## config.mk

```make
export PLATFORM = sky130hd
export DESIGN_NAME = race_timer
export DESIGN_NICKNAME = d
export VERILOG_FILES = /design/src/rtl/race_timer_pkg.sv /design/src/rtl/race_tick_gen.sv /design/src/rtl/race_timer.sv
export SDC_FILE = /design/constraint.sdc
export NUM_CORES = 1
export LEC_CHECK = 0
export CORE_MARGIN = 3
export CORE_UTILIZATION = 40
export CTS_CLUSTER_SIZE = 30
export DETAILED_ROUTE_END_ITERATION = 10
export HOLD_SLACK_MARGIN = 0.15
export SETUP_SLACK_MARGIN = 0.02
export SYNTH_ARGS = -nofsm -noshare
export SYNTH_HDL_FRONTEND = slang
export SYNTH_SLANG_ARGS = --single-unit
export TNS_END_PERCENT = 5
```

## constraint.sdc

```tcl
create_clock -name clock -period 7.5 [get_ports clock]
set_input_delay 2.25 -clock clock [delete_from_list [all_inputs] [get_ports clock]]
set_output_delay 2.25 -clock clock [all_outputs]
set_load 0.02 [all_outputs]
```

## src/rtl/race_timer_pkg.sv

```systemverilog
// Shared types and constants for the race_timer BCD timer and its tick divider.
package race_timer_pkg;

    typedef enum logic [1:0] {
        IDLE  = 2'd0,
        RUN   = 2'd1,
        PAUSE = 2'd2,
        DONE  = 2'd3
    } timer_state_t;

    typedef logic [3:0] bcd_t;

    localparam bcd_t BCD_MAX = 4'd9;

    // Preset nibbles outside the decimal range clamp to 9.
    function automatic bcd_t bcd_sat(input logic [3:0] nib);
        return (nib > BCD_MAX) ? BCD_MAX : bcd_t'(nib);
    endfunction

endpackage

```

## src/rtl/race_tick_gen.sv

```systemverilog
// Count-step divider: down-counter that emits one step per TICK_DIV cycles of run.
module race_tick_gen #(
    parameter int TICK_DIV = 50_000_000
) (
    input  logic clock,
    input  logic reset_n,
    input  logic reload,
    input  logic run,
    output logic step
);

    localparam int CW = (TICK_DIV > 1) ? $clog2(TICK_DIV) : 1;
    localparam logic [CW-1:0] CNT_RELOAD = CW'(TICK_DIV - 1);

    logic [CW-1:0] cnt_q, cnt_d;

    // Holding cnt while run is low lets a resume finish the partial period.
    always_comb begin
        cnt_d = cnt_q;
        step  = 1'b0;
        if (reload) begin
            cnt_d = CNT_RELOAD;
        end else if (run) begin
            if (cnt_q == '0) begin
                cnt_d = CNT_RELOAD;
                step  = 1'b1;
            end else begin
                cnt_d = cnt_q - 1'b1;
            end
        end
    end

    always_ff @(posedge clock or negedge reset_n) begin
        if (!reset_n) begin
            cnt_q <= CNT_RELOAD;
        end else begin
            cnt_q <= cnt_d;
        end
    end

endmodule

```

## src/rtl/race_timer.sv

```systemverilog
// N-digit BCD up/down race timer with start/stop/pause control and countdown expiry.
// Optional lap capture register is enabled by defining RACE_TIMER_LAP_EN.
//
// state | meaning
// IDLE  | stopped after reset, clear or load from DONE; mode not yet latched
// RUN   | divider running, digits step once per TICK_DIV cycles
// PAUSE | stopped mid-period, divider value held for resume
// DONE  | countdown reached zero; only clear, load or reset leave
module race_timer
    import race_timer_pkg::*;
#(
    parameter int NUM_DIGITS = 2,
    parameter int TICK_DIV   = 50_000_000
) (
    input  logic                    clock,
    input  logic                    reset_n,
    input  logic                    start,
    input  logic                    stop,
    input  logic                    clear,
    input  logic                    count_down,
    input  logic                    load_en,
    input  logic [4*NUM_DIGITS-1:0] load_value,
    output logic [4*NUM_DIGITS-1:0] digits,
    output logic                    running,
    output logic                    tick,
    output logic                    expired,
    output logic                    wrapped
`ifdef RACE_TIMER_LAP_EN
    ,
    input  logic                    lap,
    output logic [4*NUM_DIGITS-1:0] lap_digits
`endif
);

    localparam int W = 4 * NUM_DIGITS;

    timer_state_t state_q, state_d;
    logic [W-1:0] digits_q, digits_d;
    logic         mode_q, mode_d;
    logic         tick_q, tick_d;
    logic         wrapped_q, wrapped_d;

    logic [W-1:0]          inc_val, dec_val, load_sat;
    logic [NUM_DIGITS:0]   carry;
    logic [NUM_DIGITS-1:0] borrow;
    logic                  div_reload, div_run, step;

    assign carry[0]  = 1'b1;
    assign borrow[0] = 1'b1;

    for (genvar i = 0; i < NUM_DIGITS; i++) begin : g_digit
        bcd_t cur;
        assign cur = digits_q[4*i +: 4];
        assign inc_val[4*i +: 4]  = carry[i]  ? ((cur == BCD_MAX) ? 4'd0 : cur + 4'd1) : cur;
        assign dec_val[4*i +: 4]  = borrow[i] ? ((cur == 4'd0) ? BCD_MAX : cur - 4'd1) : cur;
        assign load_sat[4*i +: 4] = bcd_sat(load_value[4*i +: 4]);
        assign carry[i+1] = carry[i] & (cur == BCD_MAX);
        if (i < NUM_DIGITS - 1) begin : g_borrow
            assign borrow[i+1] = borrow[i] & (cur == 4'd0);
        end
    end

    race_tick_gen #(
        .TICK_DIV (TICK_DIV)
    ) u_tick_gen (
        .clock   (clock),
        .reset_n (reset_n),
        .reload  (div_reload),
        .run     (div_run),
        .step    (step)
    );

    always_ff @(posedge clock or negedge reset_n) begin
        if (!reset_n) begin
            state_q   <= IDLE;
            digits_q  <= '0;
            mode_q    <= 1'b0;
            tick_q    <= 1'b0;
            wrapped_q <= 1'b0;
        end else begin
            state_q   <= state_d;
            digits_q  <= digits_d;
            mode_q    <= mode_d;
            tick_q    <= tick_d;
            wrapped_q <= wrapped_d;
        end
    end

    // Priority: clear > load_en > stop > start.
    always_comb begin
        state_d    = state_q;
        digits_d   = digits_q;
        mode_d     = mode_q;
        tick_d     = 1'b0;
        wrapped_d  = 1'b0;
        div_reload = 1'b0;
        div_run    = (state_q == RUN) && !clear && !stop;
        if (clear) begin
            state_d    = IDLE;
            digits_d   = '0;
            mode_d     = 1'b0;
            div_reload = 1'b1;
        end else if (load_en && (state_q != RUN)) begin
            digits_d = load_sat;
            if (state_q == DONE) state_d = IDLE;
        end else begin
            unique case (state_q)
                IDLE: begin
                    if (start && !stop) begin
                        mode_d     = count_down;
                        div_reload = 1'b1;
                        state_d    = (count_down && (digits_q == '0)) ? DONE : RUN;
                    end
                end
                RUN: begin
                    if (stop) begin
                        state_d = PAUSE;
                    end else if (step) begin
                        tick_d = 1'b1;
                        if (mode_q) begin
                            digits_d = dec_val;
                            if (dec_val == '0) state_d = DONE;
                        end else begin
                            digits_d  = inc_val;
                            wrapped_d = carry[NUM_DIGITS];
                        end
                    end
                end
                PAUSE: begin
                    if (start && !stop) state_d = RUN;
                end
                DONE: begin
                end
                default: state_d = IDLE;
            endcase
        end
    end

    always_comb begin
        running = (state_q == RUN);
        expired = (state_q == DONE);
    end

    assign digits  = digits_q;
    assign tick    = tick_q;
    assign wrapped = wrapped_q;

`ifdef RACE_TIMER_LAP_EN
    logic [W-1:0] lap_q, lap_d;

    // Samples digits_q, so a step on the same edge leaves the pre-step value.
    always_comb begin
        lap_d = lap_q;
        if (clear) begin
            lap_d = '0;
        end else if (lap && ((state_q == RUN) || (state_q == PAUSE))) begin
            lap_d = digits_q;
        end
    end

    always_ff @(posedge clock or negedge reset_n) begin
        if (!reset_n) begin
            lap_q <= '0;
        end else begin
            lap_q <= lap_d;
        end
    end

    assign lap_digits = lap_q;
`endif

endmodule

```

==> results of run 1 <==
per-layer routing:
layer / routed length, µm / up-vias / global-route usage
met5: 0 / - / 0
met2: 2710 / 49 / 0.256
met4: 82 / 0 / 0.0406
met1: 3250 / 1127 / 0.251
met3: 279 / 9 / 0.0359
li1: - / 1164 / -
state kept, by name, indices dropped and copies added (netlist names):
signal            count
tick                  1
digits                8
mode_q                1
u_tick_gen.cnt_q     26
state_q               2
wrapped               1
cell usage after synthesis (6+ instances only):
cell type  number
a21oi_1        10
or3_1           9
dfstp_2        18
nor2_1         36
xnor2_1        15
nand3_1        11
nor3_1          7
inv_1          13
clkbuf_1        8
nand2_1        33
ha_1           15
nand3b_1        6
xor2_1          8
dfrtp_1        21
nor3b_1         7
nor4_1         10
o21ai_0        12
worst register-to-register path, delay by kind of cell (launching register included):
| family | cells | cell delay, ps |
|---|---|---|
| AOI/OAI and AO/OA | 3 | 490 |
| DFF | 1 | 390 |
| and+or+nand+nor | 3 | 1820 |
power groups by stage:
stage | clock network [W] | registers (W) | logic [W]
2_1_floorplan | 0 | 0.000230 | 0.0000662
3_3_place_gp | 0 | 0.000231 | 0.000104
3_5_place_dp | 0 | 0.000232 | 0.000104
4_1_cts | 0.000150 | 0.000228 | 0.000104
5_1_grt | 0.000160 | 0.000229 | 0.000115
6_report | 0.000147 | 0.000228 | 0.000104
logic make-up after synthesis:
logic type,share of synthesized area
xor gates and xnor gates,0.0731
buffers and inverters,0.0454
adders and majority gates,0.0681
muxes,0.0223
AOI/OAI and AO/OA,0.141
and+or+nand+nor,0.287
DFF,0.362
per-stage QoR:
stage	total power, W	cells
CTS	0.000483	414
global placement	0.000336	406
floorplan	0.000296	314
global route	0.000504	414
detailed placement	0.000335	406
finish	0.000479	414
how the worst min path moves through the flow:
stage	start	endpoint	slack, ps	depth (start not counted)
floorplan	u_tick_gen.cnt_q[1]	u_tick_gen.cnt_q[1]	490	1
global placement	u_tick_gen.cnt_q[1]	u_tick_gen.cnt_q[1]	510	1
detailed placement	u_tick_gen.cnt_q[1]	u_tick_gen.cnt_q[1]	500	1
CTS	u_tick_gen.cnt_q[1]	u_tick_gen.cnt_q[1]	510	1
global route	u_tick_gen.cnt_q[1]	u_tick_gen.cnt_q[1]	530	1
finish	u_tick_gen.cnt_q[1]	u_tick_gen.cnt_q[1]	520	1
layout make-up:
class                   instances  share of cell area
multi-input cells             249               0.520
flip-flops and latches         39               0.318
repair buffers                 28              0.0862
well taps                      77              0.0307
clock buffers                   7              0.0275
inverters                      13              0.0156
clock inverters                 1             0.00160
==> run_results.csv, run 1 <==
group,metric,value,unit
timing,tightest_slew,867,ps
clock_tree,ctsHtreeMaxLevel,2,
flow_run,drv_cap,0,
pwr,power_density,153,nW/µm²
finish,multiInputGateArea,1630,µm²
floorplanning,start_util,0.424,
timing,rsz0062_at_grt,"no",
clock_tree,clockBufferDepth,2,
setup_path,ff2ff_setup_slack,4700,ps
yosys,yosys_warnings,0,
finish,synthToLayoutAreaGrowth,13.9,%
global_route,grt_max_degree,40,
floorplanning,die_y,89.0,µm
timing,post-route-min-period,4540,ps
placement,post-place-ws,2710,ps
finish,layout_commonest_cell,"nor2_1",
yosys,synth_fp_nets,344,
yosys,avgSynthCellArea,8.77,µm²
yosys,yosysUniqueCellTypes,57,
timing,fin_crit_sh,0.605,
timing,hold_violations,0,
setup_path,max_stage_delay,810,ps
yosys,netlist_area,2760,µm²
placement,dp_hpwl,4600,µm
timing,finalMaxSlewViolations,0,
setup_path,crit_path_end,"digits[0]",
timing,tns,0,ps
finish,antenna_cells,0,
global_route,grt_pass1_vias,2209,
clock_tree,cts_setup_buffers,0,
setup_path,arrival,4720,ps
yosys,ys_async_sr_fraction,1.00,
pwr,switching_share,0.302,
global_route,antenna_found_initial,0,
setup_path,path_cells,"clkdlybuf4s50_1 > or3b_2 > or3_4 > a211oi_2 > a21oi_1 > a221oi_2",
setup_path,worstReg2RegStart,"u_tick_gen.cnt_q[4]",
timing,whs,516,ps
route,avgViaCountPerCell,5.67,
clock_tree,holdBufCountCts,0,
pwr,p_leak,1.18,nW
placement,portBuffers,26,
yosys,synth_area_leaders,"dfrtp_1 19%, dfstp_2 17%, ha_1 6.8%, nor2_1 4.9%, xnor2_1 4.8%",
yosys,yosysTopAreaCell,"dfrtp_1",
placement,placed_cell_area,3050,µm²
setup_path,reg2reg_to,"digits[0]",
route,wl_per_cell,15.3,µm
clock_tree,cts_buffers,5,
global_route,grt_use_total,0.171,
setup_path,cp_num_cells,6,
yosys,yosys.area.top_type_share,0.191,
finish,design_area,3140,µm²
route,ant_nets,0,
pwr,power.internal,0.000335,W
timing,fin_worst_skew,8.81,ps
clock_tree,ctsResizeCount,0,
global_route,grt_pass1_wl,10600,µm
timing,timing.fmax,0.220,GHz
setup_path,critical_path.top_delay_family,"simple AND/OR/NAND/NOR gates",
yosys,synth_edf_count,0,
setup_path,cp_num_buf_inv,1,
route,routed_wl,6320,µm
floorplanning,die_area,7920,µm²
setup_path,critPathMaxFanout,22,
clock_tree,cts.clk_slew.worst_paths,70,ps
pwr,p_switching,0.000145,W
route,dr.pass1.iters,4,
floorplanning,num_io_pins,27,
route,vias,2349,
hold_path,hold_path.class,"reg2reg",
floorplanning,die_w,89.0,µm
run_status,status,"complete, no violations",
yosys,syn_inst,314,
setup_path,setup.worst_path.start,"clear",
route,drcViolationCount,0,
placement,gp_congestion,0.840,
finish,nFillCells,623,
finish,drive_gt1_frac,0.131,
floorplanning,rows,29,
clock_tree,cts_sinks,39,
route,first_iter_violations,154,
floorplanning,core_area,6490,µm²
pwr,vdd.ir_drop.worst,0.0698,mV
pwr,pwr-share-clk,0.307,
global_route,grt_remaining_overflow,0,
finish,nets,366,
setup_path,critPathRequiredTime,7680,ps
pwr,p_comb_frac,0.218,
clock_tree,clk_latency,290,ps
finish,postLayoutCoreUtil,0.483,
setup_path,worst_setup_path_end_kind,"flip-flop",
yosys,ys_ff_latch,39,
timing,max_slew_margin,0.422,
setup_path,crit_type,"in2reg",
yosys,synth_flop_cell,"dfrtp_1",
clock_tree,cts_tree,"built",
timing,final.setup.worst_slack,2960,ps
pwr,seq_power_share,0.476,
setup_path,reg2reg_depth,6,
clock_tree,cts-root-buf,"clkbuf_8",
setup_path,crit_slowest_cell,"clkdlybuf4s50_1",
setup_path,start_kind,"primary input",
timing,setup_violations,0,
finish,mostFrequentLayoutCells,"36 x nor2_1, 33 x nand2_1, 25 x clkdlybuf4s50_1",
yosys,ys_seq_area_frac,0.362,
finish,seqCellArea,998,µm²
No activity file was read; power rests on OpenSTA's default activity.
==> inputs of run 2 (changes only) <==
==> constraint.sdc (replaced) <==
create_clock -name clock -period 3.9 [get_ports clock]
set_input_delay 1.17 -clock clock [delete_from_list [all_inputs] [get_ports clock]]
set_output_delay 1.17 -clock clock [all_outputs]
set_load 0.02 [all_outputs]
==> run_results.csv, run 2 (same netlist as run 1, synthesis figures left out) <==
group,metric,value,unit
run_status,status,"complete, no violations",
timing,timing.fmax,0.316,GHz
route,dr_wl_met2,2820,µm
clock_tree,cts_buffers,5,
hold_path,hold_path.class,"reg2reg",
clock_tree,ctsHtreeMaxLevel,2,
floorplanning,start_util,0.424,
global_route,grt_max_degree,40,
finish,nets,369,
floorplanning,die_area,7920,µm²
clock_tree,cts_sinks,39,
route,avgViaCountPerCell,5.63,
setup_path,critPathMaxFanout,5,
pwr,p_leak,1.19,nW
route,routed_wl,6500,µm
route,ant_nets,0,
clock_tree,ctsResizeCount,0,
clock_tree,cts.clk_slew.worst_paths,80,ps
route,wl_met3,297,µm
finish,layout_commonest_cell,"nor2_1",
floorplanning,die_w,89.0,µm
floorplanning,num_io_pins,27,
route,vias,2344,
clock_tree,cts-root-buf,"clkbuf_8",
finish,seqCellArea,998,µm²
placement,gp_congestion,0.832,
timing,whs,518,ps
timing,max_slew_margin,0.422,
global_route,grt_remaining_overflow,0,
global_route,antenna_found_initial,0,
finish,postLayoutCoreUtil,0.486,
placement,dp_hpwl,4720,µm
setup_path,arrival,3360,ps
placement,dp_cells,409,
setup_path,start_kind,"primary input",
clock_tree,clockBufferDepth,2,
timing,rsz0062_at_grt,"no",
floorplanning,rows,29,
timing,final.setup.worst_slack,734,ps
floorplanning,core_area,6490,µm²
global_route,grt_pass1_wl,10900,µm
clock_tree,clk_latency,290,ps
timing,fin_crit_sh,0.812,
pwr,power_density,291,nW/µm²
global_route,grt_use_total,0.178,
route,first_iter_violations,89,
finish,fin_cells,416,
floorplanning,die_y,89.0,µm
route,wl_per_cell,15.6,µm
timing,tns,0,ps
finish,largest_reg_flops,26,
timing,tightest_slew,867,ps
finish,drive_gt1_frac,0.139,
setup_path,reg2reg_depth,6,
timing,setup_violations,0,
finish,mostFrequentLayoutCells,"36 x nor2_1, 33 x nand2_1, 25 x clkdlybuf4s50_1",
finish,multiInputGateArea,1630,µm²
timing,fin_worst_skew,4.02,ps
flow_run,drv_cap,0,
finish,antenna_cells,0,
placement,post-place-ws,460,ps
pwr,vdd.ir_drop.worst,0.114,mV
timing,hold_violations,0,
route,top_layer_used,"met4",
finish,synthToLayoutAreaGrowth,14.5,%
timing,finalMaxSlewViolations,0,
timing,post-route-min-period,3170,ps
setup_path,worst_setup_path_end_kind,"flip-flop",
clock_tree,holdBufCountCts,0,
clock_tree,cts_setup_buffers,0,
setup_path,critPathRequiredTime,4100,ps
setup_path,crit_type,"in2reg",
hold_path,hold_depth,1,
placement,portBuffers,26,
finish,nFillCells,648,
clock_tree,cts_tree,"built",
route,routedLengthMet1,3290,µm
route,drcViolationCount,0,
finish,regMostFlops,"u_tick_gen.cnt_q",
route,dr.pass1.iters,4,
global_route,grt_pass1_vias,2180,
[run 2: cell count changes in the layout (fill, tap and decap cells not counted)]
cell,before,now
buf_4,2,5
clkbuf_1,1,0
[run 2: final timing paths]
check | startpoint | to | slack (ps)
min | u_tick_gen.cnt_q[1] | u_tick_gen.cnt_q[1] | 520
max reg2reg | u_tick_gen.cnt_q[4] | digits[0] | 1090
max in group asynchronous | reset_n | digits[0] | 2360
min reg2reg | u_tick_gen.cnt_q[1] | u_tick_gen.cnt_q[1] | 520
min in group asynchronous | reset_n | u_tick_gen.cnt_q[18] | 990
max | stop | digits[0] | 730
[run 2: stage by stage]
stage	total power, W	cell area [µm²]
4_1_cts	0.000932	3160
2_1_floorplan	0.000570	2760
5_1_grt	0.000974	3160
6_report	0.000919	3160
3_3_place_gp	0.000648	3070
3_5_place_dp	0.000648	3070
[run 2: metal layers]
layer,GRT usage,vias up
met4,0.0487,0
met1,0.266,1117
met2,0.262,50
met3,0.0332,6
li1,-,1171
met5,0,-
[run 2: layout make-up]
class	instances	area share
Timing Repair Buffer	31	0.0928
Sequential cell	39	0.316
Inverter	13	0.0155
Clock inverter	1	0.00159
Multi-Input combinational cell	249	0.517
Clock buffer	6	0.0262
Tap cell	77	0.0305
[run 2: worst max-delay path: stages]
cell             delay, ps
clkdlybuf4s50_1        470
nand2b_1               220
or3b_2                 550
or3_4                  450
a211oi_2               150
a21oi_1                 70
a221oi_2               280
[run 2: power breakdown]
part	total (W)	internal, W	leakage, nW	switching, W
registers	0.000439	0.000414	0.477	0.0000251
logic	0.000202	0.0000885	0.669	0.000114
clock network	0.000278	0.000139	0.0470	0.000139
total	0.000919	0.000641	1.19	0.000278
